**config.mk**
```make
export PLATFORM = sky130hd
export DESIGN_NAME = fetch_unit
export DESIGN_NICKNAME = d
export VERILOG_FILES = /design/src/rtl/fetch_unit_pkg.sv /design/src/rtl/fetch_unit.sv
export SDC_FILE = /design/constraint.sdc
export NUM_CORES = 1
export LEC_CHECK = 0
export CAP_MARGIN = 20
export CORE_ASPECT_RATIO = 0.75
export CORE_MARGIN = 3
export CORE_UTILIZATION = 45
export CTS_CLUSTER_DIAMETER = 150
export DETAILED_ROUTE_END_ITERATION = 8
export DONT_BUFFER_PORTS = 1
export PLACE_DENSITY = 0.61
export REMOVE_ABC_BUFFERS = 1
export SLEW_MARGIN = 10
export SYNTH_ARGS = -nofsm -noshare
export SYNTH_HDL_FRONTEND = slang
export SYNTH_SLANG_ARGS = --single-unit
```
**constraint.sdc**
```tcl
create_clock -name clock -period 2.15 [get_ports clock]
set_clock_uncertainty 0.2 [all_clocks]
set_input_delay 0.215 -clock clock [delete_from_list [all_inputs] [get_ports clock]]
set_output_delay 0.215 -clock clock [all_outputs]
set_load 0.03 [all_outputs]
```
**src/rtl/fetch_unit_pkg.sv**
```systemverilog
// -----------------------------------------------------------------------------
// fetch_unit_pkg
// Shared definitions for the front-end fetch stage: the fetch controller state
// encoding and the instruction size used to step the program counter.
// -----------------------------------------------------------------------------
package fetch_unit_pkg;

   // Fetch controller states: idle (no requests), request issue, response wait.
   typedef enum logic [1:0] {
      ST_IDLE = 2'd0,
      ST_REQ  = 2'd1,
      ST_WAIT = 2'd2
   } fetch_state_e;

   // Bytes per instruction; the PC advances by this after each accepted fetch.
   localparam int unsigned INSTR_BYTES = 32'd4;

endpackage : fetch_unit_pkg

```
**src/rtl/fetch_unit.sv**
```systemverilog
// -----------------------------------------------------------------------------
// fetch_unit
// Front-end fetch stage. Holds the program counter, issues one outstanding read
// at a time to instruction memory and presents each returned instruction, with
// its PC, to the downstream fetch buffer under a valid/ready handshake.
// Redirects reload the PC, flush the held instruction and squash any response
// still in flight.
//
// Ports:
//   clock               single clock, all state updates on posedge
//   reset               synchronous, active-high
//   start               leave IDLE and begin fetching at the current PC
//   redirect            control-flow change this cycle
//   redirect_PC         new fetch address when redirect=1
//   i_mem_read          request strobe to instruction memory (combinational)
//   i_mem_read_address  request address, always the current fetch PC
//   i_mem_ready         memory accepts the request this cycle
//   i_mem_valid         response data valid this cycle
//   i_mem_data          response instruction
//   instruction         held instruction for the fetch buffer (registered)
//   inst_PC             PC of the held instruction (registered)
//   valid               instruction/inst_PC meaningful (registered)
//   ready               downstream consumes the held instruction when valid
// -----------------------------------------------------------------------------
module fetch_unit
   import fetch_unit_pkg::*;
#(
   parameter int                       CORE            = 32'sd0,
   parameter int                       DATA_WIDTH      = 32'sd32,
   parameter int                       ADDRESS_BITS    = 32'sd20,
   parameter logic [ADDRESS_BITS-1:0]  PROGRAM_ADDRESS = {ADDRESS_BITS{1'b0}}
) (
   input  logic                      clock,
   input  logic                      reset,
   input  logic                      start,
   input  logic                      redirect,
   input  logic [ADDRESS_BITS-1:0]   redirect_PC,
   output logic                      i_mem_read,
   output logic [ADDRESS_BITS-1:0]   i_mem_read_address,
   input  logic                      i_mem_ready,
   input  logic                      i_mem_valid,
   input  logic [DATA_WIDTH-1:0]     i_mem_data,
   output logic [DATA_WIDTH-1:0]     instruction,
   output logic [ADDRESS_BITS-1:0]   inst_PC,
   output logic                      valid,
   input  logic                      ready
);

   // Core index is informational only; folded into a deliberately unused tap.
   logic unused_core_s;
   assign unused_core_s = ^CORE;

   fetch_state_e              state_r;
   fetch_state_e              state_nxt_s;
   logic [ADDRESS_BITS-1:0]   fetch_pc_r;
   logic [ADDRESS_BITS-1:0]   fetch_pc_nxt_s;
   logic                      squash_r;
   logic                      squash_nxt_s;
   logic                      valid_r;
   logic                      valid_nxt_s;
   logic [DATA_WIDTH-1:0]     instruction_r;
   logic [DATA_WIDTH-1:0]     instruction_nxt_s;
   logic [ADDRESS_BITS-1:0]   inst_pc_r;
   logic [ADDRESS_BITS-1:0]   inst_pc_nxt_s;
   logic                      mem_read_s;

   // Request gate: only issue when the output slot is empty or draining this
   // cycle, so the eventual response always has somewhere to land.
   always_comb begin
      mem_read_s = 1'b0;
      if (state_r == ST_REQ) begin
         mem_read_s = (!valid_r || ready) && !redirect;
      end else begin
         mem_read_s = 1'b0;
      end
   end

   assign i_mem_read         = mem_read_s;
   assign i_mem_read_address = fetch_pc_r;
   assign instruction        = instruction_r;
   assign inst_PC            = inst_pc_r;
   assign valid              = valid_r;

   // Next-state, PC, squash and output-slot update for the fetch controller.
   always_comb begin
      state_nxt_s       = state_r;
      fetch_pc_nxt_s    = fetch_pc_r;
      squash_nxt_s      = squash_r;
      instruction_nxt_s = instruction_r;
      inst_pc_nxt_s     = inst_pc_r;
      // Baseline drain; a load or flush below overrides it.
      if (valid_r && ready) begin
         valid_nxt_s = 1'b0;
      end else begin
         valid_nxt_s = valid_r;
      end

      case (state_r)
         ST_IDLE: begin
            if (redirect) begin
               fetch_pc_nxt_s = redirect_PC;
            end else begin
               fetch_pc_nxt_s = fetch_pc_r;
            end
            if (start) begin
               state_nxt_s = ST_REQ;
            end else begin
               state_nxt_s = ST_IDLE;
            end
         end

         ST_REQ: begin
            if (redirect) begin
               // Request already suppressed by the gate; retarget and flush.
               fetch_pc_nxt_s = redirect_PC;
               valid_nxt_s    = 1'b0;
            end else if (mem_read_s && i_mem_ready) begin
               state_nxt_s = ST_WAIT;
            end else begin
               state_nxt_s = ST_REQ;
            end
         end

         ST_WAIT: begin
            if (i_mem_valid) begin
               state_nxt_s  = ST_REQ;
               squash_nxt_s = 1'b0;
               if (redirect) begin
                  // Response for the old path arrives with the redirect: drop it.
                  fetch_pc_nxt_s = redirect_PC;
                  valid_nxt_s    = 1'b0;
               end else if (squash_r) begin
                  // Stale response from before an earlier redirect: drop it.
                  fetch_pc_nxt_s = fetch_pc_r;
               end else begin
                  instruction_nxt_s = i_mem_data;
                  inst_pc_nxt_s     = fetch_pc_r;
                  valid_nxt_s       = 1'b1;
                  fetch_pc_nxt_s    = fetch_pc_r + ADDRESS_BITS'(INSTR_BYTES);
               end
            end else if (redirect) begin
               // Response still outstanding; remember to discard it.
               squash_nxt_s   = 1'b1;
               fetch_pc_nxt_s = redirect_PC;
               valid_nxt_s    = 1'b0;
            end else begin
               state_nxt_s = ST_WAIT;
            end
         end

         default: begin
            state_nxt_s    = ST_IDLE;
            squash_nxt_s   = 1'b0;
            valid_nxt_s    = 1'b0;
         end
      endcase
   end

   // Controller and output registers with synchronous reset.
   always_ff @(posedge clock) begin
      if (reset) begin
         state_r       <= ST_IDLE;
         fetch_pc_r    <= PROGRAM_ADDRESS;
         squash_r      <= 1'b0;
         valid_r       <= 1'b0;
         instruction_r <= {DATA_WIDTH{1'b0}};
         inst_pc_r     <= {ADDRESS_BITS{1'b0}};
      end else begin
         state_r       <= state_nxt_s;
         fetch_pc_r    <= fetch_pc_nxt_s;
         squash_r      <= squash_nxt_s;
         valid_r       <= valid_nxt_s;
         instruction_r <= instruction_nxt_s;
         inst_pc_r     <= inst_pc_nxt_s;
      end
   end

endmodule : fetch_unit

```
==> impl_results.rst <==
.. list-table::
   :header-rows: 1

   * - Metric
     - Value
   * - Largest delay contributor family on the critical path
     - buffers and inverters
   * - Number of rows in the core area
     - 26
   * - Final setup fails
     - 0
   * - Share of the synthesized area in compound gates (AO/OA/AOI/OAI)
     - between 20% and 30%
   * - Average footprint of a synthesized cell
     - approximately 8 um2
   * - Hold wc startpoint
     - redirect
   * - Sequence of cells on the critical path
     - buf_4 > inv_1 > or3_1 > a21oi_1 > dlygate4sd3_1
   * - Crit Reg-Reg Endpoint
     - state_r[1]
   * - Worst reg2reg path depth
     - 5
   * - Post-route DRC violation count
     - 0
   * - Filler-free cell count of the finished design
     - between 500 and 600
   * - Detail Route Antenna Nets
     - 0
   * - Setup crit end kind
     - flip-flop
   * - Top achievable clock speed
     - 0.494 GHz
   * - Combinational share of power
     - around a tenth
   * - Maximum level of the CTS H-tree
     - 3
   * - Arithmetic-cell share of the synthesized area counting full adders, half adders and majority gates
     - less than 1%
   * - Worst supply voltage drop on vdd
     - 0.348 mV
   * - Total gr overflow
     - 0
   * - Synthesized area
     - about 3300 um2
   * - Share of synthesized area spent on multiplexers
     - 0.605%
   * - Part of the cycle the worst path needs
     - ~94%
   * - Wire length of the first global-routing pass
     - approximately 15,000 um
   * - Die span in y
     - roughly 80 um
   * - Syn. warnings
     - 0
   * - Pwr per Cell Area
     - 707 nW/um2
   * - Most frequent cells after synthesis
     - sky130_fd_sc_hd__nand2_1, sky130_fd_sc_hd__dfxtp_1, sky130_fd_sc_hd__a21oi_1, sky130_fd_sc_hd__clkbuf_1, sky130_fd_sc_hd__nor2_1
   * - Slew at the pin closest to its max-slew limit
     - between 700 and 800 ps
   * - Count of buffer and inverter cells on the critical path
     - 3
   * - Cell depth of the worst setup path
     - 5
   * - Leading post-synthesis cells by cell area
     - sky130_fd_sc_hd__dfxtp_1, sky130_fd_sc_hd__nand2_1, sky130_fd_sc_hd__a21oi_1
   * - Number of flip-flops and latches in the synthesized netlist
     - 76
   * - Maximum fanout encountered on the critical timing path
     - 11
   * - Cells after Synth
     - about 420
   * - Post-detailed-route wirelength per cell
     - approximately 16 um
   * - Worst hold-check path type
     - in2reg
   * - Final Hold Fails
     - 0
   * - Simple-gate area share of the yosys netlist
     - between 20% and 30%
   * - Critical-path top delay cell
     - sky130_fd_sc_hd__dlygate4sd3_1
   * - Number of nets in the layout
     - roughly 540
   * - Die outline width
     - around 110 um
   * - Delay of the slowest critical-path stage
     - around 560 ps
   * - Power spent charging and discharging nets
     - 0.771 mW
   * - Num ports
     - 133
   * - Main combinational cell family by area after synthesis
     - simple AND/OR/NAND/NOR gates
   * - CTS root buffer
     - sky130_fd_sc_hd__clkbuf_8
   * - WP data arrival
     - between 2000 and 2500 ps
   * - Unrepaired setup endpoints after global routing
     - no
   * - Fraction of power spent switching nets
     - ~25%
   * - Initial standard-cell utilization of the core
     - between 40 and 50%
   * - Result of the run
     - complete, no violations
   * - Main synth FF type
     - sky130_fd_sc_hd__dfxtp_1
   * - Largest net degree at the start of global routing
     - 75
   * - Buffers inserted by post-CTS timing repair
     - 0
   * - Worst max-slew margin expressed relative to the limit
     - 47.1%
   * - Share of synthesized area occupied by flip-flops and latches
     - about 46%
   * - RD Place Congestion
     - about 0.9
   * - Post-layout min period
     - around 2000 ps
   * - Final max-slew violation count
     - 0
   * - Num Clock Sinks
     - between 70 and 80
   * - Clock Latency Late Sink
     - around 340 ps
   * - Clock tree from TritonCTS
     - yes
   * - Proportion of layout cells with a drive suffix above 1
     - between 10% and 20%
   * - Async set-or-reset flop fraction in the synthesized netlist
     - 0%
   * - CTS clk-pin slew, worst paths
     - about 80 ps
   * - Initial antenna violation count
     - 1
   * - # Max-Cap Violations
     - 0
   * - Library cell occupying the most area in the post-synthesis netlist
     - sky130_fd_sc_hd__dfxtp_1
   * - Detailed-routing iteration count for the pre-antenna-repair pass
     - 6
   * - Total number of vias
     - 3,222
   * - Number of instances on the worst hold path
     - 3
   * - Area share of the largest cell type after synthesis
     - a little under half
   * - Area of the die
     - roughly 8400 um2
   * - Internal Power
     - roughly 2.3 mW
   * - PortBufs
     - 0
   * - DP Wirelength
     - 6030 um
   * - Core box area
     - 6960 um2
   * - Routed via count divided by cell count
     - approximately 5.5
   * - Final core utilization
     - approximately 62%
   * - Beginning of the worst register-to-register path
     - state_r[1]
   * - Crit path launch type
     - flip-flop
   * - Total leakage power
     - ~1.6 nW
   * - Clock Tree Buf Depth
     - 2
   * - DP Cell Count
     - around 500
   * - Path type of the worst setup path
     - reg2reg
   * - End of the worst hold path
     - i_mem_read_address[12]
   * - Setup slack on the worst flop-to-flop path
     - about 120 ps
   * - Number of DRC violations after detailed-routing iteration 0
     - roughly 250
   * - Power share of the sequential group
     - 48.4%
   * - Endpoint required time on the critical path
     - about 2200 ps
   * - Cts bufs inserted
     - 9
   * - GR Util All Layers
     - 23.0%
   * - Via count of the first global-routing pass
     - a little over 3,000
   * - Total wire length
     - between 9000 and 10,000 um
   * - Number of enable-type register cells in the synthesized netlist
     - 0
   * - Signed area change from the synthesized netlist to the final layout
     - 30.7%
   * - Proportion of power drawn by the clock network
     - 41.0%
   * - Xor/xnor share of the synthesized area
     - 0%
   * - Number of distinct standard cells referenced by the synthesized netlist
     - 45
   * - Filler Cell Count
     - 649
   * - Top-count cell post-synth
     - sky130_fd_sc_hd__nand2_1
state kept, by name, summed over array words and instances (netlist names):
| register | flops |
|---|---|
| squash_r | 1 |
| state_r | 2 |
| valid | 1 |
| i_mem_read_address | 20 |
| instruction | 32 |
| inst_PC | 20 |
cells in the final DEF (no fill, tap or decap), types with 3 or more instances in the layout:
cell type	n
sky130_fd_sc_hd__nor2_1	17
sky130_fd_sc_hd__o31ai_1	3
sky130_fd_sc_hd__a21oi_1	71
sky130_fd_sc_hd__a31oi_1	4
sky130_fd_sc_hd__a211oi_1	3
sky130_fd_sc_hd__o21ai_0	7
sky130_fd_sc_hd__inv_1	6
sky130_fd_sc_hd__dfxtp_1	74
sky130_fd_sc_hd__nand2_1	125
sky130_fd_sc_hd__nand4_1	7
sky130_fd_sc_hd__nand3_1	7
sky130_fd_sc_hd__nand2b_1	4
sky130_fd_sc_hd__and3_1	10
sky130_fd_sc_hd__nor3_1	3
sky130_fd_sc_hd__o221ai_1	5
sky130_fd_sc_hd__a21o_1	5
sky130_fd_sc_hd__buf_4	22
sky130_fd_sc_hd__dlygate4sd3_1	53
sky130_fd_sc_hd__clkbuf_8	10
logic make-up (layout without fill, tap and decap cells):
family          count (synthesis)  in the layout
mux                             2              2
buf+inv                        37            101
flops                          76             76
other cells                     0              1
compound gates                114            114
simple gates                  193            193
fa+ha+maj                       1              1
worst reg2reg max path, stage by stage, from the launching register on:
cell	delay, ps
sky130_fd_sc_hd__dfxtp_2	460
sky130_fd_sc_hd__buf_4	180
sky130_fd_sc_hd__inv_1	60
sky130_fd_sc_hd__or3_1	340
sky130_fd_sc_hd__a21oi_1	160
sky130_fd_sc_hd__dlygate4sd3_1	570
metrics by stage:
stage          TNS, ps  instance area [um2]  setup WS [ps]  power, mW  hold slack (ps)
6_report             0                 4320            124       3.06             22.7
5_1_grt              0                 4320           23.9       3.19             18.9
4_1_cts              0                 4310           15.0       3.10             1.26
3_5_place_dp         0                 3510           95.9       1.72             90.5
3_3_place_gp         0                 3510            143       1.71             89.9
2_1_floorplan   -34730                 3180           -689       1.65             84.1
worst max path at each step:
stage                     slack, ps                     end                   from
after CTS                        20              state_r[1]               redirect
after floorplan                -690                   valid             state_r[1]
after global placement          140   i_mem_read_address[8]             state_r[1]
final                           120              state_r[1]             state_r[1]
after global routing             20  i_mem_read_address[14]  i_mem_read_address[3]
after detailed placement        100  i_mem_read_address[14]             state_r[1]
cell type report:
cell class | count | area (um2) | share of cell area (%)
inverters | 6 | 22.5 | 0.521
repair buffers | 79 | 776 | 17.9
clock inverters | 6 | 95.1 | 2.20
clock buffers | 10 | 138 | 3.18
flip-flops and latches | 76 | 1520 | 35.3
diodes | 1 | 2.50 | 0.0579
multi-input cells | 310 | 1640 | 38.0
well taps | 98 | 123 | 2.84
timing repair:
action                                 4_1_cts  5_1_grt
setup endpoints to repair                    0       12
hold buffers                                55        0
gates resized for setup                      0        4
endpoints found under the hold margin       76        0
per-layer routing:
metal / wire (um) / GRT usage, % / share of wire (%)
met5: 0 / 0 / 0
met4: 97 / 6.42 / 1.0
met3: 916 / 8.43 / 9.6
met2: 4480 / 35.4 / 47
met1: 4100 / 30.4 / 43
power by group through the flow:
stage / clock [mW] / combinational, mW / sequential (mW)
2_1_floorplan: 0 / 0.0897 / 1.56
3_3_place_gp: 0 / 0.204 / 1.51
3_5_place_dp: 0 / 0.208 / 1.51
4_1_cts: 1.30 / 0.319 / 1.48
5_1_grt: 1.36 / 0.350 / 1.49
6_report: 1.25 / 0.323 / 1.48
(Power assumes the default switching activity.)
